`config.mk`:
```
export PLATFORM = sky130hd
export DESIGN_NAME = rf_write_scheduler
export DESIGN_NICKNAME = d
export VERILOG_FILES = /design/src/rtl/rf_write_scheduler_pkg.sv /design/src/rtl/rf_write_scheduler_rr_arbiter.sv /design/src/rtl/rf_write_scheduler.sv
export SDC_FILE = /design/constraint.sdc
export NUM_CORES = 1
export LEC_CHECK = 0
export BUFFER_PORTS_ARGS = -buffer_cell sky130_fd_sc_hd__buf_2
export CAP_MARGIN = 10
export CORE_AREA = 5 5 105 107
export DETAILED_ROUTE_END_ITERATION = 12
export DIE_AREA = 0 0 110 112
export HOLD_SLACK_MARGIN = 0.12
export PLACE_DENSITY_LB_ADDON = 0.08
export SLEW_MARGIN = 40
export SYNTH_ARGS = -nofsm -noshare
export SYNTH_HDL_FRONTEND = slang
export SYNTH_HIERARCHICAL = 1
export SYNTH_SLANG_ARGS = --single-unit
```
`constraint.sdc`:
```
create_clock -name clk -period 6.4 [get_ports clk]
set_input_delay 0.96 -clock clk [delete_from_list [all_inputs] [get_ports clk]]
set_output_delay 0.96 -clock clk [all_outputs]
set_load 0.005 [all_outputs]
```
`src/rtl/rf_write_scheduler_pkg.sv`:
```
// Shared constants for the register-file write scheduler: register file geometry,
// requester slot assignments and the address-to-enable decode.
package rf_write_scheduler_pkg;

  localparam int RF_ADDR_W = 4;
  localparam int RF_DEPTH  = 16;

  localparam int REQ_ALU    = 0;
  localparam int REQ_LOAD   = 1;
  localparam int REQ_MULDIV = 2;
  localparam int REQ_CP0    = 3;

  function automatic logic [RF_DEPTH-1:0] addr_onehot(input logic [RF_ADDR_W-1:0] addr);
    logic [RF_DEPTH-1:0] oh;
    oh = '0;
    oh[addr] = 1'b1;
    return oh;
  endfunction

endpackage

```
`src/rtl/rf_write_scheduler_rr_arbiter.sv`:
```
// Combinational round-robin arbiter: grants the first set request at or above
// ptr, wrapping from NREQ-1 back to 0. Produces a one-hot grant plus its index.
module rr_arbiter #(
  parameter int NREQ = 4
) (
  input  logic [NREQ-1:0]         req,
  input  logic [$clog2(NREQ)-1:0] ptr,
  output logic [NREQ-1:0]         grant,
  output logic [$clog2(NREQ)-1:0] idx
);

  localparam int IW = $clog2(NREQ);

  int   pos;
  logic found;

  always_comb begin
    grant = '0;
    idx   = '0;
    found = 1'b0;
    pos   = 0;
    for (int k = 0; k < NREQ; k++) begin
      pos = int'(ptr) + k;
      if (pos >= NREQ) pos = pos - NREQ;
      if (!found && req[pos]) begin
        found      = 1'b1;
        grant[pos] = 1'b1;
        idx        = IW'(pos);
      end
    end
  end

endmodule

```
`src/rtl/rf_write_scheduler.sv`:
```
// Shares the single register-file write port between NREQ requesters using a
// round-robin grant and issues a registered one-cycle write command per transfer.
module rf_write_scheduler
  import rf_write_scheduler_pkg::*;
#(
  parameter int NREQ         = 4,
  parameter int DW           = 32,
  parameter bit DISCARD_ZERO = 1'b1
) (
  input  logic                    clk,
  input  logic                    rst_n,
  input  logic [NREQ-1:0]         req_valid,
  input  logic [4*NREQ-1:0]       req_addr,
  input  logic [DW*NREQ-1:0]      req_data,
  output logic [NREQ-1:0]         req_ready,
  input  logic                    rf_stall,
  output logic [15:0]             rf_we,
  output logic [3:0]              rf_waddr,
  output logic [DW-1:0]           rf_wdata,
  output logic [$clog2(NREQ)-1:0] last_grant,
  output logic [7:0]              discard_cnt
);

  localparam int IW = $clog2(NREQ);

  // Handshake: requester i transfers at the rising edge where req_valid[i] and
  // req_ready[i] are both high; it holds addr/data stable until then.
  logic [IW-1:0]        ptr;
  logic [IW-1:0]        gidx;
  logic [NREQ-1:0]      req_masked;
  logic [NREQ-1:0]      grant;
  logic [RF_ADDR_W-1:0] sel_addr;
  logic [DW-1:0]        sel_data;
  logic                 xfer;
  logic                 drop;

  // No grant while the register file stalls or while held in reset.
  assign req_masked = (rst_n && !rf_stall) ? req_valid : '0;

  rr_arbiter #(.NREQ(NREQ)) u_arb (
    .req   (req_masked),
    .ptr   (ptr),
    .grant (grant),
    .idx   (gidx)
  );

  assign req_ready = grant;
  assign xfer      = |grant;
  assign sel_addr  = req_addr[int'(gidx)*RF_ADDR_W +: RF_ADDR_W];
  assign sel_data  = req_data[int'(gidx)*DW +: DW];
  assign drop      = DISCARD_ZERO && (sel_addr == '0);

  always_ff @(posedge clk or negedge rst_n) begin
    if (!rst_n) begin
      ptr         <= '0;
      last_grant  <= '0;
      rf_we       <= '0;
      rf_waddr    <= '0;
      rf_wdata    <= '0;
      discard_cnt <= '0;
    end else begin
      rf_we <= '0;
      if (xfer) begin
        ptr        <= (gidx == IW'(NREQ-1)) ? '0 : gidx + IW'(1);
        last_grant <= gidx;
        rf_waddr   <= sel_addr;
        rf_wdata   <= sel_data;
        // Discarded writes still complete and update address/data, but raise no enable.
        if (drop) begin
          if (discard_cnt != 8'hFF) discard_cnt <= discard_cnt + 8'd1;
        end else begin
          rf_we <= addr_onehot(sel_addr);
        end
      end
    end
  end

endmodule

```
==> PnR_summary.wiki <==
{| class="wikitable"
! Metric !! Value
|-
| Status || completed
|-
| Clock tree buffer depth || 2
|-
| Cell area after synthesis || between 3000 and 4000 µm²
|-
| Fraction of the yosys area taken by sequential cells || 0.4096
|-
| Data arrival time of the critical path || ~5 ns
|-
| H-tree Lvls || 3
|-
| CTS root buf || sky130_fd_sc_hd__clkbuf_8
|-
| R2R setup slack || roughly 1.7 ns
|-
| Required time of the critical path || around 6.6 ns
|-
| Clock Pin Slew Worst Setup and Hold Paths || approximately 0.070 ns
|-
| Synthesized-area fraction occupied by adder cells || 0.03251
|-
| Average via count per standard cell || 4.939
|-
| Global-route usage over all layers || 0.1896
|-
| Synthesized instance count || ~350
|-
| Path class of the lowest-slack min-delay path || flop to flop
|-
| Library cell with the largest summed area after synthesis || sky130_fd_sc_hd__dfrtp_1
|-
| Maximum number of pins on one net before global-route repair || between 60 and 70
|-
| Endpoints failing setup || 0
|-
| Largest clock skew in the final design || about 0.013 ns
|-
| Boundary pin count || 217
|-
| Clock Latency Late Sink || 0.34 ns
|-
| Initial antenna violation count || 2
|-
| Routed length per instance || between 15 and 20 µm
|-
| Total length of routed wires || 11390 µm
|-
| Number of I/O port buffers || 215
|-
| Remaining DRCs || 0
|-
| Clock sink total || 63
|-
| Max transition margin || 0.5492
|-
| R2R Path Start || ptr[0]$_DFFE_PN0P_
|-
| Utilization of the core after routing || 0.5273
|-
| Non-Filler Cell Area, Final || between 5000 and 6000 µm²
|-
| Area after DPL || about 5000 µm²
|-
| Crit start category || flop
|-
| Leakage component of the power || between 0.002 and 0.003 µW
|-
| Setup crit end kind || flop
|-
| Fmax || 210.5 MHz
|-
| Dpl hpwl || 8987 µm
|-
| Maximum fanout encountered on the critical timing path || 39
|-
| Starting density of the core || 0.3831
|-
| Final worst path period share || 0.7421
|-
| Post-cts sizing count || 0
|-
| Synth area leaders || sky130_fd_sc_hd__dfrtp_1 (41%), sky130_fd_sc_hd__mux4_2 (23%), sky130_fd_sc_hd__nand2_1 (12%)
|-
| Vertical die dimension || 112 µm
|-
| Unrepaired setup endpoints after global routing || no
|-
| Area taken by multi-input logic gates || 2188 µm²
|-
| Synth top area share || 0.4096
|-
| Floorplan die width || 110 µm
|-
| Synthesized-area fraction occupied by ao, oa, aoi and oai cells || 0.03999
|-
| Max-slew violation total from the final report || 0
|-
| Register cell area after layout || 1577 µm²
|-
| Number of buffers added by the clock tree synthesis step || 9
|-
| Final worst path period need || 4.750 ns
|-
| Combinational family with the most area after synthesis || multiplexers
|-
| Flip-flop and latch count after synthesis || 63
|-
| Number of buffers added to fix hold violations after cts || 0
|-
| Layout cells sized above 1 || 0.5106
|-
| Setup Fix Bufs, Post-CTS || 0
|-
| Actual slew at the worst max-slew pin || 0.6763 ns
|-
| Power per standard cell area || 494.4 nW/µm²
|-
| Number of enable-type register cells in the synthesized netlist || 0
|-
| Antenna cell count || 0
|-
| Total number of nets in the final design || ~720
|-
| Class of the most critical setup path || flop to flop
|-
| Number of failing hold endpoints at the final stage || 0
|-
| Fill cell count || 975
|-
| First-pass GRT wire length || between 15000 and 20000 µm
|-
| Area share of xor/xnor cells in the synthesized design || 0.01138
|-
| Count of standard-cell rows || 37
|-
| Path depth of the worst reg2reg path || 12
|-
| Main synth FF type || sky130_fd_sc_hd__dfrtp_1
|-
| Count of different cell masters after synthesis || 43
|-
| Critical hold path startpoint || rf_waddr[0]$_DFFE_PN0P_
|-
| Endpoint of the most critical register-to-register path || discard_cnt[7]$_DFFE_PN0P_
|-
| Simple logic cell fraction of the synthesized area || 0.2194
|-
| Async S/R FF share, synth || 1.000
|-
| Mux cell area share after synthesis || 0.2549
|-
| Gr ovfl total || 0
|-
| Net count after synthesis || 512
|-
| Violation count after the first detailed-route iteration || about 130
|-
| Total core area || 10050 µm²
|-
| TritonCTS clock tree || done
|-
| Worst vdd rail ir drop || 0.1938 mV
|-
| Antenna Violating Nets Remaining || 0
|-
| MaxCap Viol Count || 0
|-
| Total of warnings raised by yosys || 6
|-
| Via count of the first global-routing pass || roughly 3.7k
|-
| Avg Inst Size Synth || around 11 µm²
|-
| Signed area change from the synthesized netlist to the final layout || 37.65%
|-
| Die footprint || 12320 µm²
|-
| Worst hold endpoint || rf_waddr[0]$_DFFE_PN0P_
|-
| Depth of the worst hold-timing path || 2
|-
| Count of TritonRoute iterations in the first routing pass || 4
|-
| TNS Setup || 0 ns
|-
| Routability-driven placement congestion ratio || 0.8096
|-
| Number of vias in the routed layout || 3467
|}
## stage by stage
stage | hold WS (ns) | cells | power (µW) | setup WS [ns]
4_1_cts | 0.4679 | 702 | 2675 | 1.623
6_report | 0.4621 | 702 | 2619 | 1.650
3_5_place_dp | 0.4506 | 686 | 2274 | 1.515
3_3_place_gp | 0.4455 | 686 | 2243 | 1.626
2_1_floorplan | 0.4628 | 351 | 1776 | 2.213
5_1_grt | 0.4930 | 702 | 2868 | 1.371
## report_power, final
part | switching, µW | internal (µW)
Sequential | 98.6 | 566
Clock | 167 | 232
Combinational | 886 | 669
Total | 1150 | 1470
## metal layers
metal,part of all wire,wire (µm),global-route usage
met1,0.38,4322,0.2225
met2,0.51,5758,0.3176
met3,0.086,985,0.05739
met4,0.027,303,0.08063
met5,0.0018,21,0
## how the worst max path moves through the flow
| stage | start | slack [ns] | endpoint |
|---|---|---|---|
| floorplan | rst_n | 2.21 | discard_cnt[7]$_DFFE_PN0P_ |
| finish | ptr[0]$_DFFE_PN0P_ | 1.65 | discard_cnt[7]$_DFFE_PN0P_ |
| CTS | ptr[0]$_DFFE_PN0P_ | 1.62 | discard_cnt[7]$_DFFE_PN0P_ |
| global route | ptr[0]$_DFFE_PN0P_ | 1.37 | discard_cnt[7]$_DFFE_PN0P_ |
| detailed placement | rst_n | 1.51 | discard_cnt[7]$_DFFE_PN0P_ |
| global placement | rst_n | 1.63 | discard_cnt[7]$_DFFE_PN0P_ |
## registers in the layout, indices dropped and copies added, names as in the netlist
register	cells
rf_wdata	32
rf_we	15
discard_cnt	8
rf_waddr	4
last_grant	2
ptr	2
## critical path, cell delays in order, from the launching register on
cell	delay [ns]
sky130_fd_sc_hd__dfrtp_1	0.78
sky130_fd_sc_hd__inv_1	0.21
sky130_fd_sc_hd__ha_1	0.51
sky130_fd_sc_hd__mux4_2	0.48
sky130_fd_sc_hd__nor2b_4	0.22
sky130_fd_sc_hd__o21ai_1	0.08
sky130_fd_sc_hd__and3_1	0.22
sky130_fd_sc_hd__o22ai_4	0.11
sky130_fd_sc_hd__buf_4	0.47
sky130_fd_sc_hd__mux4_2	0.44
sky130_fd_sc_hd__or2_1	0.44
sky130_fd_sc_hd__nor4_4	0.31
sky130_fd_sc_hd__mux2_1	0.34
## synthesized netlist by cell type (2+ instances only)
master,count
sky130_fd_sc_hd__and3_1,3
sky130_fd_sc_hd__nor4_2,4
sky130_fd_sc_hd__o31ai_1,2
sky130_fd_sc_hd__nor3_1,2
sky130_fd_sc_hd__xor2_1,5
sky130_fd_sc_hd__nand3_1,4
sky130_fd_sc_hd__nand2_1,122
sky130_fd_sc_hd__clkbuf_1,10
sky130_fd_sc_hd__buf_1,2
sky130_fd_sc_hd__ha_1,10
sky130_fd_sc_hd__buf_6,2
sky130_fd_sc_hd__a22oi_1,8
sky130_fd_sc_hd__nor3_4,2
sky130_fd_sc_hd__o21ai_1,7
sky130_fd_sc_hd__mux2i_1,2
sky130_fd_sc_hd__nand2b_1,3
sky130_fd_sc_hd__and2_1,4
sky130_fd_sc_hd__inv_1,3
sky130_fd_sc_hd__mux4_2,40
sky130_fd_sc_hd__buf_2,6
sky130_fd_sc_hd__nor2_1,17
sky130_fd_sc_hd__mux2_1,3
sky130_fd_sc_hd__or2_1,8
sky130_fd_sc_hd__dfrtp_1,63
## area by class of cell
type                    count  area share
clock buffers              10     0.02598
well taps                 136     0.03212
flip-flops and latches     63      0.2976
multi-input cells         263      0.4131
repair buffers            220      0.2109
inverters                   4    0.002834
clock inverters             6     0.01748
## layout by cell type (no fill, tap or decap), types with 5 or more instances in the layout
cell and count:
sky130_fd_sc_hd__buf_2 215, sky130_fd_sc_hd__nand2_1 122, sky130_fd_sc_hd__dfrtp_1 63, sky130_fd_sc_hd__mux4_2 40, sky130_fd_sc_hd__nor2_1 17, sky130_fd_sc_hd__ha_1 10, sky130_fd_sc_hd__clkbuf_8 10, sky130_fd_sc_hd__or2_1 8
sky130_fd_sc_hd__a22oi_1 8, sky130_fd_sc_hd__o21ai_1 7, sky130_fd_sc_hd__xor2_1 5
## cells by family (layout without fill, tap and decap cells)
kind of cell,Yosys count,after routing
other,1,1
AND/OR/NAND/NOR,178,178
buffers and inverters,25,240
adder cells (fa/ha/maj),10,10
AO/OA/AOI/OAI,23,23
flip-flops,63,63
multiplexers,46,46
XOR/XNOR,5,5
No activity file was read; power rests on OpenSTA's default activity.
